$ cat src/rtl/uart_tx_pkg.sv
// Shared types and constants for the UART transmitter.
// Holds the FSM state encoding and the default bit period.
package uart_tx_pkg;

    localparam int UART_CLKS_PER_BIT = 434;
    localparam int UART_DATA_BITS    = 8;

    typedef enum logic [2:0] {
        UART_TX_IDLE   = 3'd0,
        UART_TX_START  = 3'd1,
        UART_TX_DATA   = 3'd2,
        UART_TX_PARITY = 3'd3,
        UART_TX_STOP   = 3'd4
    } uart_tx_state_t;

endpackage

$ cat src/rtl/uart_baud_tick.sv
// Bit-period counter for the UART transmitter.
// Emits a one-cycle tick on the last cycle of each bit period.
module uart_baud_tick
    import uart_tx_pkg::*;
#(
    parameter int CLKS_PER_BIT = UART_CLKS_PER_BIT,
    parameter int CNT_W        = 16
) (
    input  logic clk,
    input  logic rst,
    input  logic clr,
    output logic tick
);

    localparam logic [CNT_W-1:0] LAST = CNT_W'(CLKS_PER_BIT - 1);

    logic [CNT_W-1:0] cnt;

    // Count 0..CLKS_PER_BIT-1 and wrap; held at zero while cleared.
    always_ff @(posedge clk) begin
        if (rst || clr) begin
            cnt <= '0;
        end else if (cnt == LAST) begin
            cnt <= '0;
        end else begin
            cnt <= cnt + CNT_W'(1);
        end
    end

    assign tick = (cnt == LAST) && !clr;

endmodule

$ cat src/rtl/uart_tx.sv
// 8N1 UART transmitter with rising-edge start request and done flag.
// Define UART_TX_PARITY_EN to insert an even parity bit before STOP.
module uart_tx
    import uart_tx_pkg::*;
#(
    parameter int CLKS_PER_BIT = UART_CLKS_PER_BIT,
    parameter int CNT_W        = 16
) (
    input  logic       clk,
    input  logic       rst,
    input  logic [7:0] uart_txd_data,
    input  logic       uart_transmit,
    output logic       uart_txd_done,
    output logic       uart_txd
);

    uart_tx_state_t state_q, state_d;
    logic [7:0]     shreg_q, shreg_d;
    logic [2:0]     bit_q, bit_d;
    logic           txd_d;
    logic           done_d;
    logic           transmit_q;
    logic           start;
    logic           tick;
    logic           clr;
`ifdef UART_TX_PARITY_EN
    logic           par_q, par_d;
`endif

    assign start = uart_transmit & ~transmit_q
                 & (state_q == UART_TX_IDLE);
    assign clr   = (state_q == UART_TX_IDLE);

    uart_baud_tick #(
        .CLKS_PER_BIT(CLKS_PER_BIT),
        .CNT_W       (CNT_W)
    ) u_baud (
        .clk (clk),
        .rst (rst),
        .clr (clr),
        .tick(tick)
    );

    // Next-state logic; txd/done are computed here and registered below.
    always_comb begin
        state_d = state_q;
        shreg_d = shreg_q;
        bit_d   = bit_q;
        txd_d   = uart_txd;
        done_d  = uart_txd_done;
`ifdef UART_TX_PARITY_EN
        par_d   = par_q;
`endif
        unique case (state_q)
            UART_TX_IDLE: begin
                if (start) begin
                    shreg_d = uart_txd_data;
                    bit_d   = 3'd0;
                    state_d = UART_TX_START;
                    txd_d   = 1'b0;
                    done_d  = 1'b0;
`ifdef UART_TX_PARITY_EN
                    par_d   = ^uart_txd_data;
`endif
                end
            end
            UART_TX_START: begin
                if (tick) begin
                    state_d = UART_TX_DATA;
                    txd_d   = shreg_q[0];
                end
            end
            UART_TX_DATA: begin
                if (tick) begin
                    shreg_d = {1'b0, shreg_q[7:1]};
                    if (bit_q == 3'd7) begin
`ifdef UART_TX_PARITY_EN
                        state_d = UART_TX_PARITY;
                        txd_d   = par_q;
`else
                        state_d = UART_TX_STOP;
                        txd_d   = 1'b1;
`endif
                    end else begin
                        bit_d = bit_q + 3'd1;
                        txd_d = shreg_q[1];
                    end
                end
            end
`ifdef UART_TX_PARITY_EN
            UART_TX_PARITY: begin
                if (tick) begin
                    state_d = UART_TX_STOP;
                    txd_d   = 1'b1;
                end
            end
`endif
            UART_TX_STOP: begin
                if (tick) begin
                    state_d = UART_TX_IDLE;
                    done_d  = 1'b1;
                end
            end
            default: begin
                state_d = UART_TX_IDLE;
                txd_d   = 1'b1;
                done_d  = 1'b1;
            end
        endcase
    end

    // State, datapath and registered outputs.
    always_ff @(posedge clk) begin
        if (rst) begin
            state_q       <= UART_TX_IDLE;
            shreg_q       <= '0;
            bit_q         <= '0;
            uart_txd      <= 1'b1;
            uart_txd_done <= 1'b1;
            transmit_q    <= 1'b1;
`ifdef UART_TX_PARITY_EN
            par_q         <= 1'b0;
`endif
        end else begin
            state_q       <= state_d;
            shreg_q       <= shreg_d;
            bit_q         <= bit_d;
            uart_txd      <= txd_d;
            uart_txd_done <= done_d;
            transmit_q    <= uart_transmit;
`ifdef UART_TX_PARITY_EN
            par_q         <= par_d;
`endif
        end
    end

endmodule
$ cat config.mk
export PLATFORM = sky130hd
export DESIGN_NAME = uart_tx
export DESIGN_NICKNAME = d
export VERILOG_FILES = /design/src/rtl/uart_tx_pkg.sv /design/src/rtl/uart_baud_tick.sv /design/src/rtl/uart_tx.sv
export SDC_FILE = /design/constraint.sdc
export NUM_CORES = 1
export LEC_CHECK = 0
export ABC_CLOCK_PERIOD_IN_PS = 2400
export CORE_ASPECT_RATIO = 0.7
export CORE_UTILIZATION = 52
export DETAILED_ROUTE_END_ITERATION = 7
export PLACE_DENSITY = 0.75
export SLEW_MARGIN = 5
export SYNTH_ARGS = -nofsm -noshare
export SYNTH_HDL_FRONTEND = slang
export SYNTH_HIERARCHICAL = 1
export SYNTH_SLANG_ARGS = --single-unit
$ cat constraint.sdc
create_clock -name clk -period 2.4 [get_ports clk]
set_clock_uncertainty 0.15 [all_clocks]
set_input_delay 0.24 -clock clk [delete_from_list [all_inputs] [get_ports clk]]
set_output_delay 0.24 -clock clk [all_outputs]
set_load 0.01 [all_outputs]
Word level (Yosys, flattened, before mapping)
Cells that the tools add are included.
{ "classes": {"add_sub_neg": 2, "eq_ne": 11, "muxes": 20, "n_bitwise": 5, "n_reduce_logical": 12} }
{ "ops": {"columns": ["operator", "count"], "rows": [
  ["3-bit 2-to-1 mux", 8],
  ["16-bit by 1-bit adder with 16-bit output (second input constant)", 1],
  ["16-bit by 9-bit == test with 1-bit output (second input constant)", 1],
  ["8-bit 2-to-1 mux", 2],
  ["8-bit case mux with 2 select lines", 1],
  ["2-bit != test (second input constant)", 6],
  ["3-bit case mux with 4 select lines", 1],
  ["4-bit AND reduction", 2],
  ["3-bit == test (second input constant)", 2],
  ["3-bit case mux with 2 select lines", 1],
  ["3-bit AND reduction", 2],
  ["1-bit 2-to-1 mux", 5],
  ["5-bit AND reduction", 1],
  ["1-bit case mux with 4 select lines", 1],
  ["2-bit OR reduction", 2],
  ["3-bit by 1-bit adder with 3-bit output (second input constant)", 1],
  ["3-bit by 1-bit == test with 1-bit output (second input constant)", 1],
  ["3-bit by 2-bit == test with 1-bit output (second input constant)", 1],
  ["3-bit logical NOT", 1],
  ["1-bit NOT", 3],
  ["1-bit case mux with 3 select lines", 1],
  ["1-bit AND", 2],
  ["2-bit nonzero test", 1],
  ["1-bit logical AND", 1],
  ["other kinds (2)", 2]
]} }
{ "totals": {"regBits": 33, "input_bits": 11, "out_inout_bits": 2} }

Longest topological paths before layout
{ "depth": {"word_depth": 5, "mapped_depth": 10, "mapped_depth_nobuf": 8} }

Hierarchy
The synthesis kept the hierarchy.
{ "modules_own_cells": {"columns": ["mod", "instances", "cells_per_inst", "area_each_um2", "seq_area_each_um2"], "rows": [
  ["uart_tx", 1, 112, 1016.0, 340.3],
  ["uart_baud_tick", 1, 84, 765.7, 320.3]
]} }

Worst setup path before layout
Ideal clock, no wire load.
{ "synth_timing": {"kind": "register to register", "start": "reg state_q[2]", "end": "reg state_q[2]", "setup_ps": 86, "t_arrival_ps": 1983, "required_time_ps": 2164, "slack_ps": 181, "stages_incl_launch_ff": 10, "synth_period_minus_slack_ps": 2219, "cell_sequence": "dfxtp_1 buf_2 or2_2 buf_6 nor2_1 nor2_1 clkbuf_1 clkbuf_1 or3b_2 a211oi_1"} }
{ "synth_via": {"elab_chain_cells": 5} }
{ "synth_rtl": {"columns": ["element", "line_no", "source"], "rows": [
  ["start, declared", "uart_tx.sv:17", "uart_tx_state_t state_q, state_d;"],
  ["start signal, assigned", "uart_tx.sv:125", "state_q <= state_d;"],
  ["3-bit logical NOT (*)", "uart_tx.sv:32", "assign clr = (state_q == UART_TX_IDLE);"],
  ["via clr", "uart_tx.sv:25", "logic clr;"],
  ["1-bit logical NOT (*)", "uart_baud_tick.sv:30", "assign tick = (cnt == LAST) && !clr;"],
  ["1-bit logical AND (*)", "uart_baud_tick.sv:30", null],
  ["via tick", "uart_tx.sv:24", "logic tick;"],
  ["2-bit != test (no source line)", null, null],
  ["5-bit AND reduction (no source line) (*)", null, null]
]} }
The timed path passes the listed nets; every way through them passes the cells marked *.
A chain may end at the register's enable or synchronous reset.

Worst setup path after layout
{ "layout_timing": {"start": "reg u_baud.cnt[9]", "end": "reg shreg_q[7]"} }
{ "layout_via": {"elab_chain_cells": 4} }
{ "layout_rtl": {"columns": ["element", "line_no", "source"], "rows": [
  ["start, declared", "uart_baud_tick.sv:17", "logic [CNT_W-1:0] cnt;"],
  ["start signal, assigned", "uart_baud_tick.sv:26", "cnt <= cnt + CNT_W'(1);"],
  ["16-bit by 9-bit == test with 1-bit output", "uart_baud_tick.sv:30", null],
  ["1-bit logical AND", "uart_baud_tick.sv:30", null],
  ["via tick", "uart_tx.sv:24", null],
  ["2-bit != test (no source line)", null, null],
  ["3-bit AND reduction (no source line)", null, null],
  ["end signal, assigned", "uart_tx.sv:126", "shreg_q <= shreg_d;"],
  ["end, declared", "uart_tx.sv:18", "logic [7:0] shreg_q, shreg_d;"]
]} }
The timed path passes the listed nets, and every way through them passes these cells.

==> impl_metrics.ini <==
[floorplanning]
die_h_um = 51.0
dieArea_um2 = 3670
rows = 17
core_area_um2 = 3210
die_w_um = 72.0
ioPinCount = 13
start_util = 0.555

[clock_network]
clkSlewWorstSetupHoldPaths_ps = 60
ctsHtreeMaxLevel = 2
cts_sinks = 33
clock_latency_ps = 280
post_cts_buffers = 0
root_buffer = clkbuf_8
clockBufferDepth = 2
cts_tree = done
hold_buffers = 0
cts-resized-gates = 0
numCtsBuffers = 5

[detailed_routing]
drt_iter0_drc = 103
drcViolationCount = 0
drtPass1Iterations = 4
vias_per_cell = 5.43
ant_nets = 0
vias = 1389
wire_per_inst_um = 13.7
totalWireLength_um = 3500

[power_and_ir_drop]
switchingPower_mw = 0.241
comb_power_share = 0.079
intPower_mw = 0.807
peakVddDrop_uv = 322
leakage_nw = 0.645
seqPwrFrac = 0.544
p_clk_frac = 0.376
powerDensity_nw_per_um2 = 522
switching_share = 0.230

[synthesis]
yosys.area.top_type = dfxtp_1
syn_avg_cell_area_um2 = 9.09
synth-seq-area-share = 0.371
synth_cell_type_count = 40
synth_top_cell_area_share = 0.371
syn-cell-area_um2 = 1780
synth_cells = 196
synth-warning-count = 6
ys_top_cells_by_area = dfxtp_1 37%, mux2i_1 6.2%, xnor2_1 5.4%
synth.net_count = 211
ys_seq_elements = 33

[final_layout]
area_delta_synth_final_pct = 12.6
nets = 223
fin_util = 0.625
antenna_cells = 0
drive_gt1_frac = 0.153
finalNonFillerCells = 256

[grt]
first_global_vias = 1302
grt_start_max_net_pins = 18
grt_pass1_wl_um = 5980
antenna_found_initial = 0
grt_overflow = 0
grt.total_usage = 0.216

[sta]
final.setup.tns_ps = 0
rsz0062_at_grt = no
relSlewSlack = 0.674
clock.fmax_mhz = 480
final.period_utilization = 0.868
whs_ps = 333
timing.final.max_slew_violations = 0
timing.final.hold_violations = 0
fin_crit_ps = 2080
finalSetupViolations = 0
worst_pin_slew_ps = 488

[hold_path]
hp-class = reg -> reg
holdPathEnd = bit_q[1]
min_from = bit_q[1]
hold_path_depth = 2

[status]
status = completed

[critical_path]
r2r_start = u_baud/cnt[9]
crit_fanout = 16
worst_r2r_path_depth = 7
worst_setup_path_end_kind = flop
r2r-end = shreg_q[7]
crit_type = reg -> reg
worst-r2r-setup-slack_ps = 320
cp-start-kind = flop
required_ps = 2470
crit_arrival_ps = 2150

[placed_design]
numPortBuffers = 12
dp_hpwl_um = 2490
dpl.cell_count = 248
place_congestion = 0.770

[run]
cap_viol_max_count = 0
## registers in the layout, indices dropped and copies added (netlist names)
name and cells:
u_baud/cnt 16, shreg_q 8, bit_q 3, state_q 3
transmit_q 1, uart_txd 1, uart_txd_done 1
## critical path: stages, from the launching register on
cell and delay [ps]:
dfxtp_1 370, nor4b_1 380, nand4_1 200, nor2_1 130, buf_4 200, nand2_1 110
a21oi_4 270, mux2i_1 210
## cells in the mapped netlist, drive strengths merged
master and n:
nand4 6, nor3b 3, nand2 6, and4b 1, nand3 4, a21oi 20, o21ai 2, or2 4
nor2 22, nor4b 1, mux2 2, a211oi 1, inv 10, nor3 6, xnor2 11, or3b 4
nand4b 1, and3b 1, ha 4, mux2i 11, o21a 1, nor4 7, buf 7, clkbuf 7
nand3b 3, nand2b 5, o32ai 1, dfxtp 33, a221o 7, xor2 4, and4 1
## how the worst max path moves through the flow
stage | start | end | slack (ps) | cells past startpoint
6_report | u_baud/cnt[9] | shreg_q[7] | 320 | 7
5_1_grt | u_baud/cnt[9] | shreg_q[7] | 60 | 7
4_1_cts | u_baud/cnt[9] | shreg_q[7] | 300 | 7
3_5_place_dp | u_baud/cnt[9] | shreg_q[7] | 330 | 7
3_3_place_gp | uart_transmit | shreg_q[7] | 390 | 4
2_1_floorplan | state_q[2] | state_q[2] | 180 | 9
## metrics by stage
stage	setup WS [ps]	power [mW]	area [um^2]
floorplan	181	0.633	1780
global placement	394	0.661	1920
detailed placement	331	0.665	1920
CTS	296	1.06	2010
global route	56.3	1.10	2010
finish	316	1.05	2010
## cell type report
type / count / area, um^2
Inverter: 10 / 37.5
Clock inverter: 2 / 10.0
Timing Repair Buffer: 19 / 173
Sequential cell: 33 / 661
Tap cell: 47 / 58.8
Fill cell: 286 / 1200
Multi-Input combinational cell: 139 / 995
Clock buffer: 6 / 72.6
## layer usage
layer	share of wire	track usage	up-vias	wire length [um]
li1	-	-	710	-
met3	0.049	0.0631	7	173
met2	0.42	0.314	29	1470
met1	0.51	0.293	643	1800
met4	0.016	0.101	0	55
met5	0	0	-	0
## power groups by stage
stage | logic (mW) | registers (mW) | clock network (mW)
2_1_floorplan | 0.0542 | 0.579 | 0
3_3_place_gp | 0.0800 | 0.581 | 0
3_5_place_dp | 0.0827 | 0.582 | 0
4_1_cts | 0.0835 | 0.570 | 0.406
5_1_grt | 0.0916 | 0.572 | 0.434
6_report | 0.0831 | 0.570 | 0.395
## cell families (layout without fill, tap and decap cells)
kind of cell / after synthesis / after routing / synth area share
XOR/XNOR: 15 / 15 / 0.0737
buffers and inverters: 24 / 37 / 0.0709
multiplexers: 13 / 13 / 0.0744
flip-flops: 33 / 33 / 0.371
adder cells (fa/ha/maj): 4 / 4 / 0.0281
AND/OR/NAND/NOR: 75 / 75 / 0.255
AO/OA/AOI/OAI: 32 / 32 / 0.127
## cell usage in the layout, fill, tap and decap left out, types with 2 or more instances in the layout
cell,synthesis,final
or2_2,4,4
mux2_2,2,2
mux2i_1,11,11
nand4_1,5,5
a21oi_4,2,2
clkdlybuf4s50_1,0,12
nand3_1,3,3
or3b_2,3,3
xor2_1,4,4
nor3_1,6,6
xnor2_1,11,11
nand2b_1,5,5
ha_1,4,4
inv_1,10,10
a21oi_1,18,18
a221o_1,7,7
dfxtp_1,33,33
nor3b_1,3,3
nor2_1,19,19
nor4_1,6,6
nand3b_1,3,3
clkbuf_8,0,5
nand2_1,5,5
buf_4,0,7
nor2_2,3,3
o21ai_0,2,2
clkinv_2,0,2
Power figures use the tool's default switching activity.
